### src/rtl/rv_fetch_queue.sv
// RV32 fetch queue: prefetches aligned words and presents one 16/32-bit instruction per cycle, zero latency from queue head.
// Decode backpressure (i_ready low) lets the queue fill, and bus requests are only issued while a free word slot remains.
module rv_fetch_queue #(
    parameter logic [31:0] RESET_ADDR = 32'h0000_0000,
    parameter int          DEPTH      = 4,
    parameter int          LVL_W      = $clog2(DEPTH) + 1
) (
    input  logic             i_clk,
    input  logic             i_reset,
    input  logic [31:0]      i_pc_target,
    input  logic             i_pc_select,
    input  logic             i_ready,
    input  logic [31:0]      i_data,
    input  logic             i_ack,
    output logic [31:0]      o_addr,
    output logic             o_cyc,
    output logic             o_valid,
    output logic [31:0]      o_pc,
    output logic [31:0]      o_instruction,
    output logic             o_compressed,
    output logic [LVL_W-1:0] o_level
);
    localparam int               PW     = $clog2(DEPTH);
    localparam logic [31:0]      RST_PC = {RESET_ADDR[31:1], 1'b0};
    localparam logic [LVL_W-1:0] FULL   = LVL_W'(DEPTH);

    logic [31:0]      r_mem [DEPTH];
    logic [PW-1:0]    r_rp;
    logic [PW-1:0]    r_wp;
    logic [LVL_W-1:0] r_level;
    logic [31:0]      r_pc;
    logic [31:0]      r_addr;
    logic             r_cyc;
    logic             r_drop;

    logic [31:0]      w_head;
    logic [31:0]      w_next;
    logic [15:0]      w_hw;
    logic             w_hp;
    logic             w_is32;
    logic             w_valid;
    logic             w_take;
    logic             w_push;
    logic             w_pop;
    logic [LVL_W-1:0] w_level_nxt;

    // The half-word pointer is simply bit 1 of the presented PC.
    assign w_hp   = r_pc[1];
    assign w_head = r_mem[r_rp];
    assign w_next = r_mem[r_rp + PW'(1)];
    assign w_hw   = w_hp ? w_head[31:16] : w_head[15:0];
    assign w_is32 = (w_hw[1:0] == 2'b11);

    assign w_valid     = (w_is32 && w_hp) ? (r_level >= LVL_W'(2)) : (r_level != '0);
    assign w_take      = w_valid & i_ready & ~i_pc_select;
    assign w_pop       = w_take & (w_is32 | w_hp);
    assign w_push      = r_cyc & i_ack & ~r_drop & ~i_pc_select;
    assign w_level_nxt = r_level + LVL_W'(w_push) - LVL_W'(w_pop);

    always_comb begin
        o_instruction = 32'h0;
        o_compressed  = 1'b0;
        if (w_valid) begin
            if (!w_is32) begin
                o_instruction = {16'h0, w_hw};
                o_compressed  = 1'b1;
            end else if (w_hp) begin
                o_instruction = {w_next[15:0], w_head[31:16]};
            end else begin
                o_instruction = w_head;
            end
        end
    end

    assign o_valid = w_valid;
    assign o_pc    = r_pc;
    assign o_addr  = r_addr;
    assign o_cyc   = r_cyc;
    assign o_level = r_level;

    always_ff @(posedge i_clk) begin
        if (i_reset) begin
            r_rp    <= '0;
            r_wp    <= '0;
            r_level <= '0;
            r_pc    <= RST_PC;
            r_addr  <= {RST_PC[31:2], 2'b00};
            r_cyc   <= 1'b0;
            r_drop  <= 1'b0;
        end else if (i_pc_select) begin
            r_rp    <= '0;
            r_wp    <= '0;
            r_level <= '0;
            r_pc    <= {i_pc_target[31:1], 1'b0};
            // A stale request must still complete on the bus before the target can be fetched.
            if (r_cyc && !i_ack) begin
                r_drop <= 1'b1;
            end else begin
                r_drop <= 1'b0;
                r_cyc  <= 1'b1;
                r_addr <= {i_pc_target[31:2], 2'b00};
            end
        end else begin
            if (w_push) r_wp <= r_wp + PW'(1);
            if (w_pop)  r_rp <= r_rp + PW'(1);
            r_level <= w_level_nxt;
            if (w_take) r_pc <= r_pc + (w_is32 ? 32'd4 : 32'd2);
            if (r_cyc && i_ack) begin
                if (r_drop) begin
                    r_drop <= 1'b0;
                    r_cyc  <= 1'b1;
                    r_addr <= {r_pc[31:2], 2'b00};
                end else begin
                    r_addr <= r_addr + 32'd4;
                    r_cyc  <= (w_level_nxt < FULL);
                end
            end else if (!r_cyc && !r_drop && (r_level < FULL)) begin
                r_cyc <= 1'b1;
            end
        end
    end

    always_ff @(posedge i_clk) begin
        if (w_push) r_mem[r_wp] <= i_data;
    end
endmodule

### config.mk
export PLATFORM = sky130hd
export DESIGN_NAME = rv_fetch_queue
export DESIGN_NICKNAME = d
export VERILOG_FILES = /design/src/rtl/rv_fetch_queue.sv
export SDC_FILE = /design/constraint.sdc
export NUM_CORES = 1
export LEC_CHECK = 0
export BUFFER_PORTS_ARGS = -buffer_cell sky130_fd_sc_hd__buf_2
export CORE_MARGIN = 2
export CORE_UTILIZATION = 35
export CTS_CLUSTER_DIAMETER = 200
export DETAILED_ROUTE_END_ITERATION = 8
export GPL_ROUTABILITY_DRIVEN = 1
export PLACE_DENSITY_LB_ADDON = 0.3
export SYNTH_ARGS = -nofsm -noshare
export SYNTH_HDL_FRONTEND = slang
export SYNTH_SLANG_ARGS = --single-unit
export TNS_END_PERCENT = 1
### constraint.sdc
create_clock -name i_clk -period 4.6 [get_ports i_clk]
set_clock_uncertainty 0.2 [all_clocks]
set_input_delay 0.92 -clock i_clk [delete_from_list [all_inputs] [get_ports i_clk]]
set_output_delay 0.92 -clock i_clk [all_outputs]
set_load 0.02 [all_outputs]
; Yosys cells after proc, flatten, opt, wreduce, memory -nomap -nowiden
; Memory sizes are Yosys's and may differ from the RTL's. A register that Yosys moved wholly into a read port is not among the register bits.
; Cells that the tools add are included.
[word_totals]
ramBits = 128
memories = 1
out_inout_bits = 102
register_bits = 73
[classes]
n_addsub = 6
bitwise = 9
eq_ne = 2
reduce_logical = 15
n_mux = 26
magnitude_cmp = 3
[memory_table]
columns = name, words, width, rd, rd_ports_with_merged_regs, write_ports, line_no
row1 = r_mem, 4, 32, 2, 1, 1, 27  ; logic [31:0] r_mem [DEPTH];
[op_table]
columns = cell, n
row1 = two-way mux 32 bit, 9
row2 = adder 32 x 3 -> 32 bit, 1
row3 = "adder 32 x 3 -> 32 bit, second input constant", 1
row4 = two-way mux 16 bit, 1
row5 = two-way mux 1 bit, 13
row6 = AND 1 bit, 6
row7 = "< comparator 3 bit, second input constant", 2
row8 = nonzero test 3 bit, 2
row9 = logical AND 1 bit, 5
row10 = "adder 2 x 1 -> 2 bit, second input constant", 2
row11 = two-way mux 2 bit, 2
row12 = AND reduction 2 bit, 2
row13 = nonzero test 2 bit, 2
row14 = adder 3 x 1 -> 3 bit, 1
row15 = ">= comparator 3 x 2 -> 1 bit, second input constant", 1
row16 = zero test 1 bit, 3
row17 = two-way mux 3 bit, 1
row18 = subtractor 3 x 1 -> 3 bit, 1
row19 = "== test 2 bit, second input constant", 1
row20 = "inequality test 2 bit, second input constant", 1
row21 = NOT 1 bit, 2
row22 = OR reduction 2 bit, 1
row23 = OR 1 bit, 1

; Depth between registers and ports, before layout
[depth]
ltp_word = 12
ltp_mapped = 15
ltp_nobuf = 13

; Least setup slack after synthesis
; OpenSTA, ideal clock, no wires.
[synth_path]
path_kind = register to output
from = register (tool-made name)
to = output o_instruction[21]
stages_incl_launch_ff = 13
required_time_ns = 3.480
slack_ns = 0.437
arrival_time_ns = 3.043
cell_sequence = dfxtp_1 buf_2 mux4_2 nand3_1 nand2_1 ha_1 or4_1 clkbuf_1 nand2_1 inv_1 nand2_1 clkbuf_1 a21oi_1
[synth_rtl]
columns = item, line_no
row1 = "end, declared", 19  ; output logic [31:0] o_instruction,

==> summary.txt <==
Final setup fails -> 0
Most frequent cells in the layout -> buf_2, edfxtp_1, nand2_1
Worst skew pair latency -> 0.44 ns
Drt pass-1 iters -> 5
Largest stage delay, worst path -> 0.58 ns
Nets -> 1129
Total track usage -> 19.10%
Worst-path clk slew -> 0.10 ns
Sw Share -> 29.69%
# IOs -> 171
Area of the core -> 0.02801 mm2
Hold Path Class -> flip-flop to flip-flop
Remaining DRCs -> 0
Maxcap violations -> 0
Final Wtd Congestion -> 0.8720
Worst-path cell chain -> mux4_2 -> nand3_1 -> nand2_1 -> ha_1 -> or4_4 -> nand2_1 -> inv_1 -> nand2_2 -> buf_4 -> a21oi_1 -> buf_2
Die area -> 0.03002 mm2
TritonCTS clock tree -> built
Port Buffers -> 166
Post-route setup TNS -> 0 ns
Setup Buffers After CTS -> 0
Slew Viols, Final -> 0
Synthesized cell area -> 0.01003 mm2
Post-Syn Instances -> 895
Tmin final -> 4.351 ns
Async SR Flop Fraction -> 0%
Post-synth EDFFs -> 128
Vias -> 8108
Root buffer cell -> clkbuf_16
Share of layout cells above drive strength 1 -> 28.21%
Pleak -> 4.303 nW
Critical Path RT -> 3.48 ns
Seq cells post-synth -> 200
Largest net degree at the start of global routing -> 59
Most used cell, CP -> nand2_1
Synthesized area per cell -> 11.20 um2
Placement Rows -> 61
Die Wd -> 173.3 um
Worst-path maximum fanout -> 10
CP endpoint kind -> output port
Die Y -> 173.3 um
Worst Max-Slew Pin Slew -> 1.049 ns
Routed len/inst -> 20.31 um
Hpwl dp -> 20110 um
RSZ-0062 raised after global routing -> no
Final-report hold violation count -> 0
Arrival time at the worst endpoint -> 3.23 ns
Drt total wl -> 29270 um
Setup CP Type -> flip-flop to output port
Antenna violations before repair -> 5
H-tree Lvls -> 4
Net Switching -> 1.221 mW
CTS buffer count -> 17
Status -> complete, no violations
CTS Buffer Depth -> 2
Clock tree sinks -> 200
Worst setup SP type -> flip-flop
Final period util -> 94.59%
First-pass GRT wire length -> 44590 um
Power per Cell Area -> 344.4 mW/mm2
Commonest non-fill, non-tap cell in the layout -> buf_2
Internal power -> 2.892 mW
Final total power -> 4.113 mW
Fmax -> 229.8 MHz
Filler instances -> 2700
Initial DRC Count -> 809
Register area share after synthesis -> 52.70%
Slew Limit Headroom -> 29.94%
Routed Antenna Nets -> 0
Starting utilization of the core area -> 35.80%
Vias in the first global route -> 7756
Peak supply drop -> 247.5 uV
Synth warnings -> 0
Clock share of power -> 40.1%
Most common flop cell mapped by yosys -> edfxtp_1
Area growth from synthesis to layout -> 19.08%
Combinational Power Share -> 10.5%
Seq pwr share -> 49.4%
Netlist cell types -> 63
Gr ovfl total -> 0
Vias per inst -> 5.627
Critical path's slowest cell -> or4_4
-- stage by stage --
stage	util, %	setup slack, ns	instance area, um2	cells	hold WS (ns)
finish	42.63	0.2487	11940	1441	0.3177
global route	42.61	0.07249	11930	1438	0.3541
CTS	42.57	0.1013	11930	1438	0.3172
detailed placement	40.25	0.4461	11270	1406	0.3011
global placement	40.25	0.4822	11270	1406	0.3036
floorplan	-	0.4373	10040	897	0.3136
-- final timing paths --
kind,start,end,slack [ns],cells past startpoint
worst min register to register,o_addr[12],o_addr[12],0.32,2
worst max-delay path,flip-flop,o_instruction[22],0.25,11
worst max register to register,flip-flop,o_cyc,0.63,13
worst min-delay path,o_addr[12],o_addr[12],0.32,2
-- Yosys cell counts, drive strengths merged (2+ instances only) --
| cell | instances | share of area [%] |
|---|---|---|
| edfxtp | 128 | 38 |
| a21boi | 3 | 0.22 |
| buf | 19 | 1.1 |
| a21oi | 72 | 3.6 |
| o221ai | 3 | 0.26 |
| and4 | 8 | 0.70 |
| or4 | 4 | 0.30 |
| nor3 | 25 | 1.5 |
| dfxtp | 72 | 14 |
| and2 | 8 | 0.50 |
| a211oi | 26 | 2.0 |
| nand4 | 15 | 1.1 |
| o211a | 3 | 0.30 |
| mux2 | 2 | 0.22 |
| o21ai | 44 | 2.2 |
| a31o | 5 | 0.44 |
| mux4 | 48 | 11 |
| inv | 21 | 0.79 |
| clkbuf | 42 | 1.6 |
| a311oi | 8 | 0.70 |
| xor2 | 4 | 0.35 |
| nor4 | 16 | 1.3 |
| o211ai | 4 | 0.30 |
| mux2i | 12 | 1.2 |
| nor2 | 62 | 2.3 |
| or3 | 7 | 0.44 |
| a31oi | 4 | 0.25 |
| clkinv | 3 | 0.11 |
| o32ai | 4 | 0.35 |
| fa | 2 | 0.40 |
| or2 | 4 | 0.25 |
| nand3 | 24 | 1.2 |
| a2111oi | 2 | 0.19 |
| nand2 | 127 | 4.8 |
| and3 | 3 | 0.19 |
| a21o | 2 | 0.15 |
| xnor2 | 27 | 2.4 |
| nand2b | 3 | 0.19 |
| ha | 11 | 1.4 |
| o31ai | 3 | 0.22 |
| a221oi | 3 | 0.26 |
-- power groups by stage --
stage / Combinational, mW / Sequential (mW) / Clock (mW)
4_1_cts: 0.432 / 2.03 / 1.68
6_report: 0.433 / 2.03 / 1.65
2_1_floorplan: 0.213 / 2.10 / 0
3_5_place_dp: 0.429 / 2.07 / 0
3_3_place_gp: 0.424 / 2.07 / 0
5_1_grt: 0.469 / 2.04 / 1.75
-- sequential cells by signal, indices dropped and copies added (netlist names), named ones only --
name     flops
r_mem      128
o_level      3
o_cyc        1
r_rp         2
r_drop       1
o_pc        31
o_addr      30
r_wp         2
-- metal layers --
layer,vias up,track usage (%),wire length [um]
met5,-,0,30
met4,4,6.285,729
met3,50,5.154,2438
met2,374,31.80,14010
met1,3997,24.16,12060
li1,3683,-,-
-- layout make-up --
cell class                 instances  area, um2  share of cell area [%]
clock inverter                    15      224.0                   1.876
clock buffer                      17      425.4                   3.562
tap                              378      473.0                   3.961
multi-input combinational        612       4403                   36.87
inverter                          24      90.09                  0.7544
sequential                       200       5293                   44.32
antenna                            3      7.507                 0.06287
timing repair buffer             192       1026                   8.592
-- logic make-up after synthesis --
family	after synthesis	synth area share (%)
AO/OA/AOI/OAI	194	12.09
multiplexers	62	12.20
adder cells (fa/ha/maj)	13	1.772
AND/OR/NAND/NOR	309	14.92
XOR/XNOR	31	2.707
buffers and inverters	85	3.568
flip-flops	200	52.70
other	1	0.03739
-- critical path, delay by kind of cell, from the launching register on --
kind	cells	cell delay (ns)
simple gates	5	1.07
mux	1	0.56
buf+inv	3	0.45
flops	1	0.42
fa+ha+maj	1	0.22
compound gates	1	0.07
-- timing repair --
item                                    CTS  global route
endpoints found under the setup margin   10            10
endpoints found under the hold margin     0             0
pin swaps                                 0             0
resized for setup                         1             3
hold buffers                              0             0
No activity file was read; power rests on OpenSTA's default activity.
